===== config.mk =====
export PLATFORM = sky130hd
export DESIGN_NAME = uart_rx_frame_decoder_flat
export DESIGN_NICKNAME = d
export VERILOG_FILES = /design/src/rtl/uart_rx_frame_decoder_if.sv /design/src/rtl/uart_rx_frame_decoder.sv /design/src/flat_wrapper.sv
export SDC_FILE = /design/constraint.sdc
export NUM_CORES = 1
export LEC_CHECK = 0
export CAP_MARGIN = 20
export CORE_MARGIN = 8
export CORE_UTILIZATION = 23
export DETAILED_ROUTE_END_ITERATION = 6
export GPL_TIMING_DRIVEN = 0
export PLACE_DENSITY = 0.47
export SLEW_MARGIN = 5
export SYNTH_ARGS = -nofsm -noshare
export SYNTH_HDL_FRONTEND = slang
export SYNTH_SLANG_ARGS = --single-unit

===== constraint.sdc =====
create_clock -name clk -period 2.6 [get_ports clk]
set_input_delay 0.26 -clock clk [delete_from_list [all_inputs] [get_ports clk]]
set_output_delay 0.26 -clock clk [all_outputs]
set_load 0.005 [all_outputs]

===== src/rtl/uart_rx_frame_decoder_if.sv =====
// Bundle between one UART RX FIFO, the frame decoder and the game logic.
//
// Handshake: a byte moves from the FIFO to the decoder in every cycle where
// rx_empty=0 and rd_uart=1. The decoder is always ready, so rd_uart simply
// follows !rx_empty (except during reset). r_data is only meaningful while
// rx_empty=0. frame_valid, chk_err and timeout_err are single-cycle strobes.
interface uart_rx_frame_decoder_if #(
  parameter int POS_W = 12
);
  logic             rx_empty;
  logic [7:0]       r_data;
  logic             rd_uart;
  logic [POS_W-1:0] pos_x;
  logic [POS_W-1:0] pos_y;
  logic [7:0]       flags;
  logic             frame_valid;
  logic             chk_err;
  logic             timeout_err;
  logic [7:0]       frame_cnt;
  logic [7:0]       err_cnt;

  // FIFO / game-logic side
  modport master (
    output rx_empty, r_data,
    input  rd_uart, pos_x, pos_y, flags, frame_valid, chk_err, timeout_err,
           frame_cnt, err_cnt
  );

  // Decoder side
  modport slave (
    input  rx_empty, r_data,
    output rd_uart, pos_x, pos_y, flags, frame_valid, chk_err, timeout_err,
           frame_cnt, err_cnt
  );
endinterface


===== src/rtl/uart_rx_frame_decoder.sv =====
// UART RX frame decoder: pops bytes from the RX FIFO, hunts for the sync
// byte, assembles 7-byte position frames (SYNC XH XL YH YL FLAGS CHK),
// verifies the XOR checksum and publishes the position on registered
// outputs with a one-cycle strobe. An inter-byte timeout aborts a stalled
// frame. POS_W must be 9..16 and 2^TO_W must exceed TIMEOUT_CYCLES.
module uart_rx_frame_decoder #(
  parameter logic [7:0] SYNC_BYTE      = 8'hA5,
  parameter int         POS_W          = 12,
  parameter int         TIMEOUT_CYCLES = 2_000_000,
  parameter int         TO_W           = 21
) (
  input  logic                  clk,
  input  logic                  rst,
  uart_rx_frame_decoder_if.slave bus,
  output logic [2:0]            state_dbg
);

  typedef enum logic [2:0] {
    S_HUNT = 3'd0,
    S_XH   = 3'd1,
    S_XL   = 3'd2,
    S_YH   = 3'd3,
    S_YL   = 3'd4,
    S_FL   = 3'd5,
    S_CK   = 3'd6
  } state_t;

  localparam logic [TO_W-1:0] TO_LIMIT = TO_W'(TIMEOUT_CYCLES - 1);

  state_t           state;
  logic [7:0]       acc;
  logic [7:0]       x_hi, x_lo, y_hi, y_lo, fl_stage;
  logic [TO_W-1:0]  to_cnt;
  logic [POS_W-1:0] pos_x_r, pos_y_r;
  logic [7:0]       flags_r, frame_cnt_r, err_cnt_r;
  logic             fv_r, ce_r, te_r;
  logic             accept;
  logic             timeout_hit;

  // Always ready: every non-empty cycle pops a byte; nothing pops in reset.
  assign accept      = !bus.rx_empty && !rst;
  assign bus.rd_uart = accept;

  // A byte arriving on the limit cycle wins over the timeout.
  assign timeout_hit = (state != S_HUNT) && !accept && (to_cnt == TO_LIMIT);

  // Frame FSM, staging registers, checksum, timeout counter and outputs.
  always_ff @(posedge clk) begin
    if (rst) begin
      state       <= S_HUNT;
      acc         <= '0;
      x_hi        <= '0;
      x_lo        <= '0;
      y_hi        <= '0;
      y_lo        <= '0;
      fl_stage    <= '0;
      to_cnt      <= '0;
      pos_x_r     <= '0;
      pos_y_r     <= '0;
      flags_r     <= '0;
      frame_cnt_r <= '0;
      err_cnt_r   <= '0;
      fv_r        <= 1'b0;
      ce_r        <= 1'b0;
      te_r        <= 1'b0;
    end else begin
      fv_r <= 1'b0;
      ce_r <= 1'b0;
      te_r <= 1'b0;

      // Idle counter only runs while a frame is in progress.
      if (state == S_HUNT || accept) begin
        to_cnt <= '0;
      end else begin
        to_cnt <= to_cnt + 1'b1;
      end

      if (timeout_hit) begin
        // Staging contents are simply abandoned; the next SYNC restarts them.
        state  <= S_HUNT;
        te_r   <= 1'b1;
        to_cnt <= '0;
        if (err_cnt_r != 8'hFF) err_cnt_r <= err_cnt_r + 8'd1;
      end else if (accept) begin
        case (state)
          S_HUNT: begin
            if (bus.r_data == SYNC_BYTE) begin
              state <= S_XH;
              acc   <= '0;
            end
          end
          S_XH: begin
            x_hi  <= bus.r_data;
            acc   <= acc ^ bus.r_data;
            state <= S_XL;
          end
          S_XL: begin
            x_lo  <= bus.r_data;
            acc   <= acc ^ bus.r_data;
            state <= S_YH;
          end
          S_YH: begin
            y_hi  <= bus.r_data;
            acc   <= acc ^ bus.r_data;
            state <= S_YL;
          end
          S_YL: begin
            y_lo  <= bus.r_data;
            acc   <= acc ^ bus.r_data;
            state <= S_FL;
          end
          S_FL: begin
            fl_stage <= bus.r_data;
            acc      <= acc ^ bus.r_data;
            state    <= S_CK;
          end
          S_CK: begin
            if (bus.r_data == acc) begin
              pos_x_r     <= POS_W'({x_hi, x_lo});
              pos_y_r     <= POS_W'({y_hi, y_lo});
              flags_r     <= fl_stage;
              fv_r        <= 1'b1;
              frame_cnt_r <= frame_cnt_r + 8'd1;
            end else begin
              ce_r <= 1'b1;
              if (err_cnt_r != 8'hFF) err_cnt_r <= err_cnt_r + 8'd1;
            end
            state <= S_HUNT;
          end
          default: state <= S_HUNT;
        endcase
      end
    end
  end

  // Registered results onto the bus.
  assign bus.pos_x       = pos_x_r;
  assign bus.pos_y       = pos_y_r;
  assign bus.flags       = flags_r;
  assign bus.frame_valid = fv_r;
  assign bus.chk_err     = ce_r;
  assign bus.timeout_err = te_r;
  assign bus.frame_cnt   = frame_cnt_r;
  assign bus.err_cnt     = err_cnt_r;
  assign state_dbg       = state;

endmodule


===== src/flat_wrapper.sv =====
// flat-port wrapper written by rule: the top's interface ports become plain ports
module uart_rx_frame_decoder_flat 
#(
  parameter logic [7:0] SYNC_BYTE      = 8'hA5,
  parameter int         POS_W          = 12,
  parameter int         TIMEOUT_CYCLES = 2_000_000,
  parameter int         TO_W           = 21
)
  (clk, rst, state_dbg, bus_rx_empty, bus_r_data, bus_rd_uart, bus_pos_x, bus_pos_y, bus_flags, bus_frame_valid, bus_chk_err, bus_timeout_err, bus_frame_cnt, bus_err_cnt);
  uart_rx_frame_decoder_if #(.POS_W(POS_W)) bus_i ();
  input  logic clk;
  input  logic rst;
  output logic [2:0] state_dbg;
  input wire logic [$bits(bus_i.rx_empty)-1:0] bus_rx_empty;
  input wire logic [$bits(bus_i.r_data)-1:0] bus_r_data;
  output wire logic [$bits(bus_i.rd_uart)-1:0] bus_rd_uart;
  output wire logic [$bits(bus_i.pos_x)-1:0] bus_pos_x;
  output wire logic [$bits(bus_i.pos_y)-1:0] bus_pos_y;
  output wire logic [$bits(bus_i.flags)-1:0] bus_flags;
  output wire logic [$bits(bus_i.frame_valid)-1:0] bus_frame_valid;
  output wire logic [$bits(bus_i.chk_err)-1:0] bus_chk_err;
  output wire logic [$bits(bus_i.timeout_err)-1:0] bus_timeout_err;
  output wire logic [$bits(bus_i.frame_cnt)-1:0] bus_frame_cnt;
  output wire logic [$bits(bus_i.err_cnt)-1:0] bus_err_cnt;
  assign bus_i.rx_empty = bus_rx_empty;
  assign bus_i.r_data = bus_r_data;
  assign bus_rd_uart = bus_i.rd_uart;
  assign bus_pos_x = bus_i.pos_x;
  assign bus_pos_y = bus_i.pos_y;
  assign bus_flags = bus_i.flags;
  assign bus_frame_valid = bus_i.frame_valid;
  assign bus_chk_err = bus_i.chk_err;
  assign bus_timeout_err = bus_i.timeout_err;
  assign bus_frame_cnt = bus_i.frame_cnt;
  assign bus_err_cnt = bus_i.err_cnt;
  uart_rx_frame_decoder #(.SYNC_BYTE(SYNC_BYTE), .POS_W(POS_W), .TIMEOUT_CYCLES(TIMEOUT_CYCLES), .TO_W(TO_W)) u_core (.clk(clk), .rst(rst), .bus(bus_i), .state_dbg(state_dbg));
endmodule

# Yosys cells after proc, flatten, opt, wreduce, memory -nomap -nowiden
# Index checks and enable logic that the tools add are counted.
# word_totals
regBits	115
inputBits	11
wordCells	72
# op_classes
n_addsub	3
eq_ne	12
muxes	12
n_bitwise	4
reduce_logical	25
# ops
cell	n
8-bit 2-to-1 mux	6
21-bit by 1-bit adder with 21-bit output, second input constant	1
21-bit == test, second input constant	1
3-bit case mux with 6 select lines	1
3-bit AND reduction	6
8-bit by 1-bit adder with 8-bit output, second input constant	2
8-bit case mux with 2 select lines	1
3-bit == test, second input constant	3
8-bit == test	1
8-bit == test, second input constant	1
8-bit inequality test, second input constant	1
4-bit AND reduction	2
8-bit bitwise XOR	1
3-bit by 2-bit == test with 1-bit output, second input constant	2
2-bit nonzero test	3
5-bit OR reduction	1
4-bit OR reduction	1
3-bit by 1-bit == test with 1-bit output, second input constant	1
1-bit logical AND	3
1-bit zero test	3
3-bit zero test	1
1-bit 2-to-1 mux	3
3-bit 2-to-1 mux	1
1-bit NOT	3
7 further kinds	7

# Longest topological paths before layout
# logic_depth
depth_word	7
ltp_mapped	9
depth_no_buf	6

# Worst setup path after synthesis
# Ideal clock, no wire load.
# synth_timing
kind	in2reg
start	input bus_r_data[0]
end	register u_core.frame_cnt_r[7], in the netlist u_core.bus.frame_cnt[7]
setup_ps	70
t_arrival_ps	1897
t_required_ps	2530
setup_slack_ps	633
stages	7
n_path_buf	2
path_cell_list	buf_4 -> nand2b_2 -> nand4_4 -> or4_1 -> buf_2 -> or4_1 -> a21oi_1
# synth_between
elab_chain_cells	2
# synth_lines
element	line	source
start: declaration	flat_wrapper.sv:15	input wire logic [$bits(bus_i.r_data)-1:0] bus_r_data;
8-bit == test	uart_rx_frame_decoder.sv:118	if (bus.r_data == acc) begin
4-bit AND reduction (no source line)	n/a	
end signal: assignment	uart_rx_frame_decoder.sv:123	frame_cnt_r <= frame_cnt_r + 8'd1;
end: declaration	uart_rx_frame_decoder.sv:35	logic [7:0] flags_r, frame_cnt_r, err_cnt_r;
# No other way between the ends.
# A chain may end at the register's enable or synchronous reset.

# Worst setup path in the final report
# layout_timing
start	register u_core.state[0], in the netlist u_core.state_dbg[0]
end	register u_core.acc[7]
# layout_between
elab_chain_cells	5
word_cells_on_any_way	15
cone_classes	eq/ne (6); mux (1); bitwise (1); reduce/logical (7)
# layout_lines
element	line	source
start: declaration	uart_rx_frame_decoder.sv:30	state_t state;
start signal: assignment	uart_rx_frame_decoder.sv:50	state <= S_HUNT;
start signal: assignment	uart_rx_frame_decoder.sv:80	state <= S_HUNT;
start signal: assignment	uart_rx_frame_decoder.sv:88	state <= S_XH;
branches (longest 5 deep; another with 5-bit OR reduction)	n/a	
end signal: assignment	uart_rx_frame_decoder.sv:94	acc <= acc ^ bus.r_data;
end signal: assignment	uart_rx_frame_decoder.sv:99	acc <= acc ^ bus.r_data;
end signal: assignment	uart_rx_frame_decoder.sv:104	acc <= acc ^ bus.r_data;
end: declaration	uart_rx_frame_decoder.sv:31	logic [7:0] acc;
# Several ways; the timed one is not identified.

==> impl_metrics.env <==
export IMPL_status="finished clean"
export IMPL_drv_cap=0
export IMPL_timing_rr_end="u_core.acc[7]$_SDFFE_PP0P_"
export IMPL_num_rows=52
export IMPL_cts_max_level=4
export IMPL_p_leak_nw=2.267
export IMPL_yosysUniqueCellTypes=45
export IMPL_setup_violations=0
export IMPL_comb_power_share_pct=2.3
export IMPL_drv_slew=0
export IMPL_n_fill_cell=2171
export IMPL_vias=3990
export IMPL_grt_antenna_before_repair=0
export IMPL_power_density_nw_per_um2=629.9
export IMPL_cts_buffers=17
export IMPL_io_pins=66
export IMPL_fin_nets=636
export IMPL_place_worst_setup_slack_ns=-0.5424
export IMPL_hold_depth=3
export IMPL_whs_ns=0.1403
export IMPL_power_switching_mw=0.8623
export IMPL_final_cell_count_no_fill=905
export IMPL_cts_sinks=115
export IMPL_setup_tns_ns=0
export IMPL_worst_ep_required_time_ns=2.90
export IMPL_drive_above_1_share_pct=9.921
export IMPL_r2r_start="u_core.state_dbg[0]$_SDFFE_PP0P_"
export IMPL_setup_ws_ns=0.09111
export IMPL_worstPathMaxFanout=9
export IMPL_ys_seq_elements=115
export IMPL_p_int_mw=3.079
export IMPL_cts_tree="built"
export IMPL_grt_pass1_vias=3994
export IMPL_grt_max_degree=17
export IMPL_start_kind="flip-flop"
export IMPL_syn_inst=542
export IMPL_drc=0
export IMPL_via_per_inst=4.409
export IMPL_grt_pass1_wl_mm=21.22
export IMPL_die_w_um=159.9
export IMPL_synthesis_nets=556
export IMPL_start_util_pct=23.45
export IMPL_cts_clk_slew_worst_paths_ns=0.05
export IMPL_crit_type="flip-flop to flip-flop"
export IMPL_finClkSkew_ns=0.009398
export IMPL_max_slew_margin_pct=35.50
export IMPL_dp_cells=873
export IMPL_yosysWarnings=0
export IMPL_clk_insertion_delay_late_ns=0.41
export IMPL_clock_power_share_pct=52.9
export IMPL_fmax_ghz=0.3986
export IMPL_finalCritPeriodShare_pct=96.50
export IMPL_min_to="u_core.x_hi[3]$_SDFFE_PP0P_"
export IMPL_hold_class="input port to flip-flop"
export IMPL_portBuffers=61
export IMPL_grt_ovfl_total=0
export IMPL_gp_congestion=0.7497
export IMPL_end_kind="flip-flop"
export IMPL_first_pass_iters=4
export IMPL_arrival_ns=2.81
export IMPL_hold_viol_final=0
export IMPL_ys_seq_area_share_pct=48.37
export IMPL_core_area_um2=20300
export IMPL_cts_root_buf="clkbuf_16"
export IMPL_final_cell_mix="dfxtp_1 (115), nand2_1 (92), nor2_1 (69), clkdlybuf4s50_1 (60), a21oi_1 (47)"
export IMPL_reg2reg_slack_ns=0.09
export IMPL_ff2ff_path_depth=6
export IMPL_dp_hpwl_mm=9.678
export IMPL_syn_area_per_cell_um2=8.781
export IMPL_rsz0062_at_grt="no"
export IMPL_switching_share_pct=21.88
export IMPL_die_area_um2=25550
export IMPL_clock_tree_buffer_depth=2
export IMPL_worst_slew_pin_slew_ns=0.9655
export IMPL_syn2layout_area_growth_pct=31.47
export IMPL_die_h_um=159.9
export IMPL_layout_commonest_cell="dfxtp_1"
export IMPL_pwr_share_seq_pct=44.8
export IMPL_routedWlPerCell_um=14.72
export IMPL_final_util_pct=30.82
export IMPL_grtUsageTotal_pct=10.44
export IMPL_routed_wl_mm=13.32
export IMPL_fin_crit_ns=2.509
export IMPL_hold_buffers=0
export IMPL_ir_drop_mv=0.4171
export IMPL_antennaDiodeCount=0
export IMPL_hold_start="bus_r_data[3]"
export IMPL_drt_iter0_markers=243
export IMPL_syn_area_um2=4760
export IMPL_crit_path_start="u_core.state_dbg[0]$_SDFFE_PP0P_"
export IMPL_antenna_left=0
==> cell usage after synthesis <==
| master | number | area (µm²) |
|---|---|---|
| mux2_2 | 7 | 78.83 |
| a211oi_1 | 3 | 22.52 |
| nor4b_1 | 1 | 8.760 |
| buf_6 | 1 | 11.26 |
| inv_2 | 1 | 3.750 |
| o32ai_1 | 2 | 17.52 |
| nor3b_1 | 6 | 45.04 |
| nand3_1 | 20 | 100.1 |
| and4_1 | 5 | 43.79 |
| or2b_1 | 2 | 15.01 |
| nand2b_2 | 1 | 8.760 |
| buf_4 | 4 | 30.03 |
| nand4_1 | 6 | 37.54 |
| inv_1 | 7 | 26.28 |
| dfxtp_1 | 115 | 2302 |
| xnor2_1 | 9 | 78.83 |
| nor3_1 | 2 | 10.01 |
| or4_1 | 6 | 45.04 |
| nand4b_1 | 2 | 17.52 |
| ha_1 | 3 | 37.54 |
| clkbuf_1 | 21 | 78.83 |
| buf_2 | 3 | 15.01 |
| a2111oi_0 | 1 | 8.760 |
| nor2_1 | 69 | 259.0 |
| nor2b_1 | 8 | 50.05 |
| o21ai_0 | 14 | 70.07 |
| xor2_1 | 14 | 122.6 |
| a31o_2 | 8 | 70.07 |
| and4b_1 | 2 | 20.02 |
| a21oi_1 | 47 | 235.2 |
| nand4_2 | 2 | 25.02 |
| o31ai_1 | 6 | 45.04 |
| mux2i_1 | 30 | 300.3 |
| nor4_1 | 4 | 25.02 |
| or2_4 | 1 | 8.760 |
| nand2b_1 | 5 | 31.28 |
| nor4_2 | 1 | 12.51 |
| or2b_2 | 1 | 8.760 |
| or2_2 | 2 | 12.51 |
| xnor2_2 | 1 | 16.27 |
| or3_1 | 1 | 6.260 |
| and3_1 | 4 | 25.02 |
| nand2_1 | 92 | 345.3 |
| nand4_4 | 1 | 21.27 |
| and2_1 | 1 | 6.260 |
==> worst max-delay path by stage <==
stage / endpoint / slack [ns]
finish: u_core.acc[7]$_SDFFE_PP0P_ / 0.09
global route: u_core.acc[7]$_SDFFE_PP0P_ / 0.01
CTS: u_core.bus.flags[3]$_SDFFE_PP0P_ / 0.05
detailed placement: u_core.bus.pos_x[10]$_SDFFE_PP0P_ / -0.54
global placement: u_core.bus.pos_x[10]$_SDFFE_PP0P_ / -0.51
floorplan: u_core.bus.frame_cnt[7]$_SDFFE_PP0P_ / 0.63
==> logic make-up after synthesis <==
logic type / Yosys count / share of synthesized area, %
and+or+nand+nor: 245 / 24.97
xor gates and xnor gates: 24 / 4.574
buffers and inverters: 37 / 3.470
muxes: 37 / 7.965
AOI/OAI and AO/OA: 81 / 9.858
adders and majority gates: 3 / 0.7887
DFF: 115 / 48.37
==> power groups by stage <==
stage	Sequential, mW	Combinational, mW	Clock, mW
CTS	1.76	0.0952	2.14
floorplan	1.80	0.0485	0
detailed placement	1.80	0.0944	0
global route	1.76	0.102	2.23
finish	1.76	0.0925	2.09
global placement	1.80	0.0932	0
==> stage by stage <==
step	total power, mW	cell area (µm²)
floorplan	1.850	4760
finish	3.942	6257
CTS	3.995	6252
global placement	1.894	5708
detailed placement	1.896	5708
global route	4.094	6257
==> cell type report <==
| type | instances | area [µm²] | share of cell area (%) |
|---|---|---|---|
| sequential | 115 | 2302 | 36.79 |
| multi-input combinational | 390 | 2302 | 36.79 |
| inverter | 8 | 30.03 | 0.4799 |
| tap | 270 | 337.8 | 5.399 |
| clock inverter | 8 | 53.80 | 0.8598 |
| clock buffer | 24 | 481.7 | 7.698 |
| timing repair buffer | 61 | 613.1 | 9.798 |
| buffer | 29 | 136.4 | 2.180 |
==> critical path, stage by stage (launching register included) <==
cell,delay (ns)
dfxtp_1,0.37
clkbuf_1,0.32
or3_1,0.32
a21oi_1,0.07
nor3b_1,0.79
o21ai_0,0.24
a31o_2,0.30
==> per-layer routing <==
metal  GRT usage [%]  part of all wire, %  up-vias
met3           3.085                  3.7       15
met5               0                    0        -
li1                -                    -     2016
met1           13.04                   48     1883
met4           4.376                  1.5        0
met2           16.50                   46       76
==> flip-flops by register name (all words and copies together), names as in the netlist, 8 cells and up <==
register              cells
u_core.acc                8
u_core.bus.err_cnt        8
u_core.bus.flags          8
u_core.bus.frame_cnt      8
u_core.bus.pos_x         12
u_core.bus.pos_y         12
u_core.fl_stage           8
u_core.to_cnt            21
u_core.x_lo               8
u_core.y_lo               8
==> what timing repair did <==
item | 4_1_cts | 5_1_grt
setup buffers | 0 | 0
setup endpoints to repair | 26 | 11
gates resized for setup | 1 | 4
Power figures use the tool's default switching activity.
